===== src/rtl/calc_pkg.sv =====
// Shared types and constants for the 3-bit calculator: entry FSM states,
// operation codes and operand width.
package calc_pkg;

    localparam int W_OPERANDO = 3;

    localparam logic [1:0] OP_SOMA = 2'b00;
    localparam logic [1:0] OP_SUB  = 2'b01;
    localparam logic [1:0] OP_MUL  = 2'b10;
    localparam logic [1:0] OP_DIV  = 2'b11;

    typedef enum logic [1:0] {
        ESPERA_A  = 2'd0,
        ESPERA_B  = 2'd1,
        ESPERA_OP = 2'd2,
        PRONTO    = 2'd3
    } estado_t;

endpackage


===== src/rtl/debounce_botao.sv =====
// Pushbutton conditioning: two-flop synchronizer, counter debouncer and a
// one-cycle pulse on each debounced rising edge.
module debounce_botao #(
    parameter int DEB_CYCLES = 4
) (
    input  logic clk,
    input  logic rst,
    input  logic btn,
    output logic press
);

    localparam int CW = $clog2(DEB_CYCLES);

    logic          s1_q;
    logic          s2_q;
    logic          db_q;
    logic          db_d;
    logic          dbPrev_q;
    logic [CW-1:0] cnt_q;
    logic [CW-1:0] cnt_d;

    // The level only flips after DEB_CYCLES consecutive disagreeing samples;
    // any agreement in between restarts the count.
    always_comb begin
        db_d  = db_q;
        cnt_d = '0;
        if (s2_q != db_q) begin
            if (cnt_q == CW'(DEB_CYCLES - 1)) begin
                db_d  = s2_q;
                cnt_d = '0;
            end else begin
                cnt_d = cnt_q + CW'(1);
            end
        end
    end

    always_ff @(posedge clk) begin
        if (rst) begin
            s1_q     <= 1'b0;
            s2_q     <= 1'b0;
            db_q     <= 1'b0;
            dbPrev_q <= 1'b0;
            cnt_q    <= '0;
        end else begin
            s1_q     <= btn;
            s2_q     <= s1_q;
            db_q     <= db_d;
            dbPrev_q <= db_q;
            cnt_q    <= cnt_d;
        end
    end

    assign press = db_q & ~dbPrev_q;

endmodule


===== src/rtl/entrada_calculadora.sv =====
// Operand-entry stage: walks the user through A, B and the operation with a
// single button and presents registered operands plus valid/div-by-zero flags.
module entrada_calculadora
    import calc_pkg::*;
#(
    parameter int W          = W_OPERANDO,
    parameter int DEB_CYCLES = 4
) (
    input  logic         clk,
    input  logic         rst,
    input  logic         btn,
    input  logic [W-1:0] sw,
    input  logic [1:0]   sw_sel,
    output logic [W-1:0] A,
    output logic [W-1:0] B,
    output logic [1:0]   sel,
    output logic         valid,
    output logic         erro_div0,
    output logic [1:0]   estado
);

    logic         press;
    estado_t      estado_q;
    logic [W-1:0] a_q;
    logic [W-1:0] b_q;
    logic [1:0]   sel_q;
    logic         valid_q;
    logic         erro_q;

    debounce_botao #(
        .DEB_CYCLES(DEB_CYCLES)
    ) u_debounce (
        .clk  (clk),
        .rst  (rst),
        .btn  (btn),
        .press(press)
    );

    // Switches are only looked at in the press cycle; operands persist
    // across the return to ESPERA_A until the next entry overwrites them.
    always_ff @(posedge clk) begin
        if (rst) begin
            estado_q <= ESPERA_A;
            a_q      <= '0;
            b_q      <= '0;
            sel_q    <= OP_SOMA;
            valid_q  <= 1'b0;
            erro_q   <= 1'b0;
        end else if (press) begin
            case (estado_q)
                ESPERA_A: begin
                    a_q      <= sw;
                    estado_q <= ESPERA_B;
                end
                ESPERA_B: begin
                    b_q      <= sw;
                    estado_q <= ESPERA_OP;
                end
                ESPERA_OP: begin
                    sel_q    <= sw_sel;
                    valid_q  <= 1'b1;
                    erro_q   <= (sw_sel == OP_DIV) && (b_q == '0);
                    estado_q <= PRONTO;
                end
                PRONTO: begin
                    valid_q  <= 1'b0;
                    erro_q   <= 1'b0;
                    estado_q <= ESPERA_A;
                end
            endcase
        end
    end

    assign A         = a_q;
    assign B         = b_q;
    assign sel       = sel_q;
    assign valid     = valid_q;
    assign erro_div0 = erro_q;
    assign estado    = estado_q;

endmodule


===== config.mk =====
export PLATFORM = sky130hd
export DESIGN_NAME = entrada_calculadora
export DESIGN_NICKNAME = d
export VERILOG_FILES = /design/src/rtl/calc_pkg.sv /design/src/rtl/debounce_botao.sv /design/src/rtl/entrada_calculadora.sv
export SDC_FILE = /design/constraint.sdc
export NUM_CORES = 1
export LEC_CHECK = 0
export BUFFER_PORTS_ARGS = -buffer_cell sky130_fd_sc_hd__buf_4
export CAP_MARGIN = 20
export CORE_MARGIN = 2
export CORE_UTILIZATION = 40
export CTS_BUF_LIST = sky130_fd_sc_hd__clkbuf_4 sky130_fd_sc_hd__clkbuf_8
export CTS_CLUSTER_DIAMETER = 100
export CTS_CLUSTER_SIZE = 8
export DETAILED_ROUTE_END_ITERATION = 10
export SYNTH_ARGS = -nofsm -noshare
export SYNTH_HDL_FRONTEND = slang
export SYNTH_SLANG_ARGS = --single-unit

===== constraint.sdc =====
create_clock -name clk -period 2.6 [get_ports clk]
set_input_delay 0.52 -clock clk [delete_from_list [all_inputs] [get_ports clk]]
set_output_delay 0.52 -clock clk [all_outputs]
set_load 0.02 [all_outputs]

Word-level counts from Yosys, hierarchy flattened
Cells that the tools add are included.
{"block": "classes", "bitwise_logic": 3, "eq_ne": 6, "n_mux": 3, "add_sub_neg": 1, "n_reduce_logical": 10}
{"cell": "AND reduction 2 bit", "count": 5}
{"cell": "equality test 2 bit, second input constant", "count": 4}
{"cell": "case mux 2 bit (4 select lines)", "count": 1}
{"cell": "case mux 1 bit (2 select lines)", "count": 2}
{"cell": "logical NOT 3 bit", "count": 1}
{"cell": "OR reduction 3 bit", "count": 1}
{"cell": "adder 2 x 1 -> 2 bit, second input constant", "count": 1}
{"cell": "equality test 2 x 1 -> 1 bit, second input constant", "count": 1}
{"cell": "logical NOT 2 bit", "count": 1}
{"cell": "NOT 1 bit", "count": 2}
{"cell": "nonzero test 2 bit", "count": 1}
{"cell": "AND 1 bit", "count": 1}
{"cell": "logical AND 1 bit", "count": 1}
{"cell": "inequality test 1 bit", "count": 1}
{"block": "word_totals", "output_inout_bits": 12, "reg_bits": 18, "in_bits": 8}

Depth between registers and ports, before layout
{"block": "depth", "word_depth": 3, "depth_mapped": 5}

Modules after synthesis
From an unflattened synthesis, not the netlist that was laid out.
{"block": "unflattened", "cells_unflattened": 77, "area_unflattened_um2": 732.0}
{"mod": "entrada_calculadora", "area_per_inst_um2": 530.5, "cells_per_inst": 61, "instances": 1}
{"mod": "debounce_botao", "area_per_inst_um2": 201.4, "cells_per_inst": 16, "instances": 1}

Worst setup path after synthesis
No wires, ideal clock.
{"block": "synth_timing", "kind": "reg-to-reg", "from": "register estado_q[0], in the netlist estado[0]", "to": "register sel_q[0], in the netlist sel[0]", "arrival_ps": 1233, "n_path_buf": 0, "setup_ps": 117, "setup_slack_ps": 1249, "stages_incl_launch_ff": 6, "synth_period_minus_slack_ps": 1351, "cell_sequence": "dfxtp_1 > inv_1 > ha_1 > nand3b_1 > mux2i_1 > nor2_1"}
{"block": "synth_via", "elab_chain_len": 2}
{"element": "from (decl)", "line": "entrada_calculadora.sv:23", "text": "estado_t estado_q;"}
{"element": "from (signal assigned)", "line": "entrada_calculadora.sv:43", "text": "estado_q <= ESPERA_A;"}
{"element": "from (signal assigned)", "line": "entrada_calculadora.sv:53", "text": "estado_q <= ESPERA_B;"}
{"element": "from (signal assigned)", "line": "entrada_calculadora.sv:57", "text": "estado_q <= ESPERA_OP;"}
{"element": "equality test 2 bit", "line": "entrada_calculadora.sv:50", "text": "case (estado_q)"}
{"element": "AND reduction 2 bit (no line)"}
{"element": "to (signal assigned)", "line": "entrada_calculadora.sv:60", "text": "sel_q <= sw_sel;"}
{"element": "to (decl)", "line": "entrada_calculadora.sv:26", "text": "logic [1:0] sel_q;"}
Every way passes these cells.
A chain may end at the register's enable or synchronous reset.

Worst setup path in the final report
{"block": "layout_timing", "from": "register estado_q[0], in the netlist estado[0]", "to": "output port estado[0]"}
{"element": "to (decl)", "line": "entrada_calculadora.sv:19", "text": "output logic [1:0] estado"}
No word-level cell between the ends.

==> impl_metrics.ini <==
[detailed_routing]
dr.pass1.iters = 4
routedWlPerCell_um = 11.0
drt_iter0_markers = 6
routed_wl_um = 1360
route.detailed.drc = 0
vias = 590
drtAntennaViolNets = 0
vias_per_cell = 4.76

[worst_setup_path]
r2r_slack_ns = 1.25
endpoint_kind = output pin
cp.required_ns = 2.08
critPathSlowestCell = dfxtp_1
cp.arrival_ns = 0.88
path_class = flip-flop to output pin
cp_top_family = flip-flops
path_max_fanout = 5
worstSetupStartpointType = flip-flop
slowest_delay_ns = 0.42
critPathBufInv = 1
cp_cell_sequence = buf_4

[finish]
fill_cells = 184
drive_gt1_share_pct = 25.3
layout.nets = 114
n_antenna_cell = 0
design_area_um2 = 942
synthToLayoutAreaGrowth_pct = 25.3

[cts]
cts_tree = built
clockRootBuffer = clkbuf_4
cts_made_buffers = 3
post_cts_buffers = 0
cts-resized-gates = 0
h-tree-depth = 1
numClockSinks = 18
path_clk_slew_ns = 0.10
clk-insertion-delay-late_ns = 0.29
clock_path_buffers = 2
hold_buffers = 0

[placement]
hpwl_um = 1010
gpl.final_weighted_congestion = 0.724
portBuffers = 19
dpl_cell_area_um2 = 906

[synth]
synth_cell_type_count = 24
synth_area_per_cell_um2 = 9.52
muxShareOfSynthArea_pct = 3.99
yosysWarnings = 0
synth-seq-area-share_pct = 47.9
ys_ff_latch = 18
syn-num-nets = 93
synth_area_um2 = 752
synth_compound_area_share_pct = 9.32
synthCells = 79
synth-xor-area-share_pct = 1.16
yosys.area_share.simple_pct = 23.0
post_synth_fa_ha_maj_area_fraction_pct = 9.98
synth_top_family_by_area = simple AND/OR/NAND/NOR gates

[sta]
worstMarginPinSlew_ns = 0.247
hold_viol = 0
period_needed_ns = 1.40
finClkSkew_ns = 0.000714
setup_viol_count_final = 0
period_share_pct = 53.7
max_freq_mhz = 716
setup-tns-final_ns = 0
max_slew_margin_pct = 83.3
final-max-slew-violation-count = 0
rsz0062_at_grt = no

[power_and_ir_drop]
power_per_cell_area_mw_per_mm2 = 498
vdd_ir_drop_max_mv = 0.236
leakage_nw = 0.381

[worst_hold_path]
hp-class = input port to flip-flop

[floorplan]
core_mm2 = 0.00175
io_pins = 20
rows = 15
die_h_um = 47.4
die-area_mm2 = 0.00224
die_w_um = 47.4
start_util_pct = 43.1

[grt]
grt_pass1_wl_um = 2160
grt_pass1_vias = 517
grt_overflow = 0
grt_max_degree = 19
grt_usage_pct = 13.7
grt_antenna_before_repair = 0

[outcome]
status = completed

[run]
maxCapViolCount = 0
[layer usage]
layer	vias to the layer above	track usage [%]	routed length (um)
li1	306	-	-
met1	266	18.1	682
met2	16	20.8	602
met3	2	2.31	62
met4	0	8.33	15
met5	-	0	0
[sequential cells by signal (all words and copies together) (netlist names)]
signal	flops
u_debounce.cnt_q	2
A	3
u_debounce.db_q	1
u_debounce.s1_q	1
B	3
u_debounce.dbPrev_q	1
estado	2
u_debounce.s2_q	1
sel	2
erro_div0	1
valid	1
[final cells by class]
type / instances / area (um2) / area share [%]
Clock buffer: 4 / 36.3 / 3.85
Inverter: 4 / 15.0 / 1.59
Multi-Input combinational cell: 54 / 357 / 37.8
Sequential cell: 18 / 360 / 38.2
Tap cell: 25 / 31.3 / 3.32
Timing Repair Buffer: 19 / 143 / 15.1
[metrics by stage]
step                      hold WS [ns]  worst slack (ns)  utilization, %  std cells  power [mW]
after floorplan                  0.397              1.25               -         79       0.292
after global placement           0.408              1.26            51.9        120       0.302
after detailed placement         0.416              1.24            51.9        120       0.302
after CTS                        0.426              1.20            54.0        124       0.474
after global routing             0.433              1.15            54.0        124       0.490
final                            0.428              1.20            54.0        124       0.470
[Yosys cell counts]
cell type  count  share of area (%)
buf_6          1                1.5
nand2_1        7                3.5
nor4b_1        1                1.2
nand3_1        7                4.7
nor3b_1        1                1.0
clkbuf_1       1               0.50
buf_2          1               0.66
a211oi_1       1                1.0
nand2b_1       1               0.83
o21a_1         1                1.0
ha_1           6                 10
mux2i_1        3                4.0
o21ai_0        1               0.66
inv_1          4                2.0
nand4_1        1               0.83
dfxtp_1       18                 48
nand3b_1       3                3.0
nor2_1         7                3.5
a221oi_2       1                2.0
nor2b_1        3                2.5
a21oi_1        7                4.7
and2b_2        1                1.2
xnor2_1        1                1.2
or3_1          1               0.83
[logic make-up after synthesis]
kind of cell	after synthesis
muxes	3
and+or+nand+nor	33
xor gates and xnor gates	1
adders and majority gates	6
DFF	18
buffers and inverters	7
AOI/OAI and AO/OA	11
[where the power goes]
group | leakage [nW] | total [mW] | switching [mW] | internal (mW)
clock | 0.0210 | 0.174 | 0.0887 | 0.0853
sequential | 0.145 | 0.278 | 0.000756 | 0.277
combinational | 0.215 | 0.0173 | 0.00768 | 0.00962
total | 0.381 | 0.470 | 0.0971 | 0.372
[cell usage in the layout (no fill, tap or decap), drive strengths merged]
cell type / Yosys / final
inv: 4 / 4
nand2b: 1 / 1
nor2: 7 / 7
nand2: 7 / 7
ha: 6 / 6
o21ai: 1 / 1
nand3: 7 / 7
and2b: 1 / 1
a21oi: 7 / 7
nand3b: 3 / 3
xnor2: 1 / 1
buf: 2 / 19
mux2i: 3 / 3
o21a: 1 / 1
clkbuf: 1 / 4
or3: 1 / 1
nand4: 1 / 1
nor3b: 1 / 1
nor4b: 1 / 1
a221oi: 1 / 1
nor2b: 3 / 3
dfxtp: 18 / 18
a211oi: 1 / 1
[final timing paths]
path	from	endpoint	depth (start not counted)
worst max-delay path	estado[0]	estado[0]	1
worst min-delay path	btn	u_debounce.s1_q	2
worst max register to register	estado[0]	sel[0]	5
worst min register to register	u_debounce.cnt_q[0]	u_debounce.cnt_q[0]	1
No activity file was read; power rests on OpenSTA's default activity.
